## src/rtl/reject_sampler_stream.sv

```systemverilog
// Streaming rejection sampler. It keeps lanes with cand < q, compacts them in order into a
// circular buffer, and emits them as OUT_LANES-wide AXI-stream beats until `target` samples are out.
//   state | meaning
//   IDLE  | waiting for start
//   RUN   | accepting input beats until target samples accepted
//   DRAIN | input closed, flushing buffer through tlast
//   DONE  | run complete, done held until next start
module reject_sampler_stream #(
  parameter int LANES     = 4,
  parameter int CAND_BITS = 12,
  parameter int OUT_LANES = 2,
  parameter int DEPTH     = 16,
  parameter int CNT_BITS  = 9
) (
  input  logic                           clk,
  input  logic                           rst_n,
  input  logic                           start,
  input  logic [CNT_BITS-1:0]            target,
  input  logic [CAND_BITS-1:0]           q,
  input  logic                           in_valid,
  output logic                           in_ready,
  input  logic [LANES*CAND_BITS-1:0]     in_data,
  output logic [LANES-1:0]               acc_bus,
  output logic                           m_tvalid,
  input  logic                           m_tready,
  output logic [OUT_LANES*CAND_BITS-1:0] m_tdata,
  output logic [OUT_LANES-1:0]           m_tkeep,
  output logic                           m_tlast,
  output logic                           busy,
  output logic                           done,
  output logic [CNT_BITS-1:0]            produced
);

  localparam int PTR_BITS = $clog2(DEPTH);
  localparam int CW       = PTR_BITS + 1;

  typedef enum logic [1:0] {IDLE, RUN, DRAIN, DONE} state_t;

  state_t                state;
  logic [CAND_BITS-1:0]  mem [DEPTH];
  logic [PTR_BITS-1:0]   wr_ptr, rd_ptr, rd_idx;
  logic [CW-1:0]         count, n_push, avail;
  logic [CNT_BITS-1:0]   target_r, accepted_total, remaining;
  logic [CAND_BITS-1:0]  q_r;
  logic [LANES-1:0]      keep_mask;
  logic [PTR_BITS-1:0]   widx [LANES];
  logic                  in_fire, out_fire;

  assign remaining = target_r - accepted_total;
  assign in_ready  = (state == RUN) && ((CW'(DEPTH) - count) >= CW'(LANES)) &&
                     (accepted_total < target_r);
  assign in_fire   = in_valid && in_ready;
  assign busy      = (state == RUN) || (state == DRAIN);
  assign done      = (state == DONE);

  // Every lane is compared; the rank among kept lanes gives its buffer slot.
  always_comb begin
    keep_mask = '0;
    n_push    = '0;
    for (int i = 0; i < LANES; i++) begin
      widx[i] = wr_ptr + n_push[PTR_BITS-1:0];
      if ((in_data[i*CAND_BITS +: CAND_BITS] < q_r) && (CNT_BITS'(n_push) < remaining)) begin
        keep_mask[i] = 1'b1;
        n_push       = n_push + CW'(1);
      end
    end
  end

  assign avail    = (count >= CW'(OUT_LANES)) ? CW'(OUT_LANES) : count;
  assign m_tvalid = (count >= CW'(OUT_LANES)) || ((state == DRAIN) && (count != '0));
  assign out_fire = m_tvalid && m_tready;
  assign m_tlast  = m_tvalid && ((produced + CNT_BITS'(avail)) == target_r);

  always_comb begin
    m_tdata = '0;
    m_tkeep = '0;
    rd_idx  = rd_ptr;
    for (int j = 0; j < OUT_LANES; j++) begin
      rd_idx = rd_ptr + PTR_BITS'(j);
      if (m_tvalid && (CW'(j) < avail)) begin
        m_tdata[j*CAND_BITS +: CAND_BITS] = mem[rd_idx];
        m_tkeep[j]                        = 1'b1;
      end
    end
  end

  always_ff @(posedge clk) begin
    if (in_fire) begin
      for (int i = 0; i < LANES; i++) begin
        if (keep_mask[i]) mem[widx[i]] <= in_data[i*CAND_BITS +: CAND_BITS];
      end
    end
  end

  always_ff @(posedge clk) begin
    if (!rst_n) begin
      state          <= IDLE;
      wr_ptr         <= '0;
      rd_ptr         <= '0;
      count          <= '0;
      acc_bus        <= '0;
      produced       <= '0;
      accepted_total <= '0;
      target_r       <= '0;
      q_r            <= '0;
    end else begin
      if (in_fire) begin
        wr_ptr         <= wr_ptr + n_push[PTR_BITS-1:0];
        accepted_total <= accepted_total + CNT_BITS'(n_push);
        acc_bus        <= keep_mask;
      end
      if (out_fire) begin
        rd_ptr   <= rd_ptr + avail[PTR_BITS-1:0];
        produced <= produced + CNT_BITS'(avail);
      end
      count <= count + (in_fire ? n_push : CW'(0)) - (out_fire ? avail : CW'(0));

      case (state)
        IDLE, DONE: begin
          if (start) begin
            target_r       <= target;
            q_r            <= q;
            accepted_total <= '0;
            produced       <= '0;
            count          <= '0;
            wr_ptr         <= '0;
            rd_ptr         <= '0;
            state          <= (target == '0) ? DONE : RUN;
          end
        end
        RUN: begin
          if (in_fire && ((accepted_total + CNT_BITS'(n_push)) == target_r)) state <= DRAIN;
        end
        DRAIN: begin
          if (out_fire && m_tlast) state <= DONE;
        end
        default: state <= IDLE;
      endcase
    end
  end

endmodule

```

## config.mk

```make
export PLATFORM = sky130hd
export DESIGN_NAME = reject_sampler_stream
export DESIGN_NICKNAME = d
export VERILOG_FILES = /design/src/rtl/reject_sampler_stream.sv
export SDC_FILE = /design/constraint.sdc
export NUM_CORES = 1
export LEC_CHECK = 0
export CAP_MARGIN = 10
export CELL_PAD_IN_SITES_DETAIL_PLACEMENT = 0
export CELL_PAD_IN_SITES_GLOBAL_PLACEMENT = 2
export CORE_AREA = 8 8 202 348
export DETAILED_ROUTE_END_ITERATION = 6
export DIE_AREA = 0 0 210 356
export DONT_BUFFER_PORTS = 1
export PLACE_DENSITY = 0.75
export SYNTH_ARGS = -nofsm -noshare
export SYNTH_HDL_FRONTEND = slang
export SYNTH_SLANG_ARGS = --single-unit
```

## constraint.sdc

```tcl
create_clock -name clk -period 8.9 [get_ports clk]
set_input_delay 1.78 -clock clk [delete_from_list [all_inputs] [get_ports clk]]
set_output_delay 1.78 -clock clk [all_outputs]
set_load 0.02 [all_outputs]
```

==> impl_results.md <==
- EDFF count, synth: 192
- Final Cycle Share: 90.7%
- Worst-Skew Late Latency: 0.63 ns
- Fin crit period: 8.07 ns
- Gr usage total: 29.2%
- Layout cells sized above 1: 19.9%
- Register clock-pin slew on the reported worst setup and hold paths: 0.06 ns
- GPL Wtd Cong: 1.04
- Switching share of power: 42.6%
- DRC viols: 0
- Comb pwr share: 45.7%
- Worst setup SP type: register
- Routed Antenna Nets: 0
- Initial antenna violation count: 10
- Int Power: 2.70 mW
- Synth unique cells: 81
- Area Overhead vs Synth: 8.20%
- Max Cap Violations: 0
- CP Capture Type: register
- Final Net Count: 2363
- Post-route cell area: 0.0238 mm^2
- Cts repair resizes: 0
- Pleak: 9.07 nW
- Final Setup Violations: 0
- RR Startpoint: accepted_total[5]$_SDFF_PN0_
- Most numerous cell on the critical path: ha_1
- Power, Total: 4.70 mW
- Synth warn: 0
- Slowest CP cell: ha_1
- WS Path Type: register to register
- #FFs+latches synth: 250
- Vias in the first global route: 18800
- Yosys top cell by area: edfxtp_1
- Status: finished clean
- Power Dens Cells: 198 mW/mm^2
- Hold depth: 2
- Worst reg2reg setup slack: 0.83 ns
- Chip Height: 356 um
- Clock buffer depth: 3
- IO Count: 118
- Initial Util: 33.6%
- Slew @ Worst Pin: 1.42 ns
- Detailed-route via count: 19100
- Initial DRC Count: 2078
- Port bufs: 0
- Post-Place Cells: 3040
- Non-filler cells, final: 3098
- Die ar.: 0.0748 mm^2
- Worst hold path endpoint: q_r[10]$_SDFFE_PN0P_
- Routed length per instance: 35.8 um
- Hold Worst Slack: 0.457 ns
- Routed WL: 111 mm
- Root buf cell: clkbuf_16
- Post-synth top area share: 26.3%
- Global-route wire length before repair: 152 mm
- R2R depth: 35
- Hold Buf Count CTS: 0
- Async set or reset register ratio after synthesis: 0%
- Largest net degree at the start of global routing: 57
- Clk pwr share: 24.6%
- Syn Area/Cell: 9.66 um^2
- Endpoints failing hold: 0
- Synth Flop Type: edfxtp_1
- CP peak stage delay: 0.51 ns
- Critical Path AT: 8.58 ns
- Dominant cells by area after synthesis: edfxtp_1, mux4_2, mux2_2, mux2i_1, dfxtp_1
- Cells after synthesis: 2272
- Vias per Instance: 6.16
- VDD IR max: 0.000156 V
- Req. time, crit path: 9.41 ns
- Num CTS Buffers: 27
- Die X: 210 um
- CP max FO: 10
- Sequential share of power: 29.7%
- Rows: 124
- First drt pass iteration count: 6
- TritonCTS clock tree: done
- Switching pwr: 2.00 mW
- Synth Cell Area: 0.0220 mm^2
- Buffer count from post-CTS setup fixing: 0
- Placed Area: 0.0229 mm^2
- Clock sinks: 250
- HP Class: register to register
- Setup TNS: 0 ns
- R2r endpoint: state[1]$_SDFFE_PN0P_
- Overflow after GRT: 0
- FMAX: 124 MHz
- Worst rel slew slack: 4.29%
- RSZ-0062 raised after global routing: no
- H-tree Lvls: 1
- Seq/Total Area, Yosys: 31.6%
- Core area: 0.0653 mm^2
- Hpwl dp: 81.3 mm
- Fin Clk Skew: 0.0319 ns
- Max Transition Viols Final: 0
- Hold path start: q_r[10]$_SDFFE_PN0P_
-- cell usage after synthesis, types with 21 or more instances --
cell      number
mux2i_1      147
xnor2_1       36
edfxtp_1     192
clkbuf_1     110
buf_4         21
buf_2         39
nor2b_1       35
nand4_1       42
buf_1         29
mux2_2       171
dfxtp_1       58
a211oi_1      34
a31oi_1       41
nand2_1      227
o21ai_0       53
mux4_2       108
nor2_1       206
ha_1          91
a21oi_1      199
inv_1         77
and3_1        30
nand3_1       71
nor3_1        24
-- cells in the final DEF, fill, tap and decap left out, drive strengths merged, types with 13 or more instances in the layout --
cell type  synthesis  routed
mux2i            147     147
nand3             76      76
xnor2             36      36
nor3              26      26
xor2              16      16
nor2b             35      35
o31a              13      13
a211oi            34      34
nand4             44      44
nor2             207     207
a31oi             43      43
nand2            227     227
clkbuf           110      29
a21oi            199     199
ha                91      91
buf               93      83
dfxtp             58      58
mux2             175     175
clkinv             2      15
a21o              15      15
inv               77      79
o211ai            17      17
o21ai             64      64
edfxtp           192     192
and3              30      30
mux4             108     108
-- logic make-up (layout without fill, tap and decap cells) --
logic type	Yosys count	count (layout)	synth area share, %
AND/OR/NAND/NOR	723	723	15.9
other	2	18	0.0342
flip-flops	250	250	31.6
multiplexers	430	430	26.8
adder cells (fa/ha/maj)	102	102	6.19
buffers and inverters	282	210	5.54
XOR/XNOR	52	52	2.07
AO/OA/AOI/OAI	431	431	11.9
-- registers in the layout, indices dropped and copies added, names as in the netlist --
signal          count
mem               192
count               5
q_r                12
rd_ptr              4
wr_ptr              4
accepted_total      9
target_r            9
state               2
produced            9
acc_bus             4
-- worst max-delay path: cells and delay by family, from the launching register on --
family,cells,cell delay [ns]
buffers and inverters,5,0.61
DFF,1,0.44
AOI/OAI and AO/OA,11,2.42
adders and majority gates,6,1.99
muxes,1,0.26
and+or+nand+nor,10,1.86
xor gates and xnor gates,2,0.37
-- layer usage --
metal  up-vias  GRT usage [%]  share of wire, %
li1       8304              -                 -
met1      9435           28.1                32
met2       987           52.3                51
met3       341           5.79               6.5
met4         6           26.2                11
met5         -              0             0.034
-- power by group through the flow --
stage | clock, mW | combinational, mW | sequential (mW)
global placement | 0 | 2.13 | 1.42
global route | 1.21 | 2.32 | 1.40
detailed placement | 0 | 2.14 | 1.42
floorplan | 0 | 1.50 | 1.38
finish | 1.16 | 2.15 | 1.39
CTS | 1.18 | 2.15 | 1.40
-- per-stage QoR --
step	worst slack (ns)	utilization, %
6_report	0.826	36.4
2_1_floorplan	0.755	-
3_3_place_gp	0.575	35.0
5_1_grt	0.337	36.3
3_5_place_dp	0.393	35.0
4_1_cts	0.890	36.3
-- worst max-delay path by stage --
stage | slack [ns] | to | depth (start not counted) | start
4_1_cts | 0.89 | state[1]$_SDFFE_PN0P_ | 35 | accepted_total[5]$_SDFF_PN0_
2_1_floorplan | 0.75 | state[1]$_SDFFE_PN0P_ | 32 | in_data[11]
6_report | 0.83 | state[1]$_SDFFE_PN0P_ | 35 | accepted_total[5]$_SDFF_PN0_
3_5_place_dp | 0.39 | state[1]$_SDFFE_PN0P_ | 31 | in_data[7]
5_1_grt | 0.34 | state[1]$_SDFFE_PN0P_ | 35 | accepted_total[5]$_SDFF_PN0_
3_3_place_gp | 0.58 | state[1]$_SDFFE_PN0P_ | 31 | in_data[11]
-- layout make-up --
cell class              count  area [um^2]
flip-flops and latches    250         6930
repair buffers             83          636
diodes                     10         25.0
well taps                 882         1100
multi-input cells        1746        13900
clock buffers              29          683
fillers                  6599        41600
clock inverters            19          169
inverters                  79          297
No activity file was read; power rests on OpenSTA's default activity.
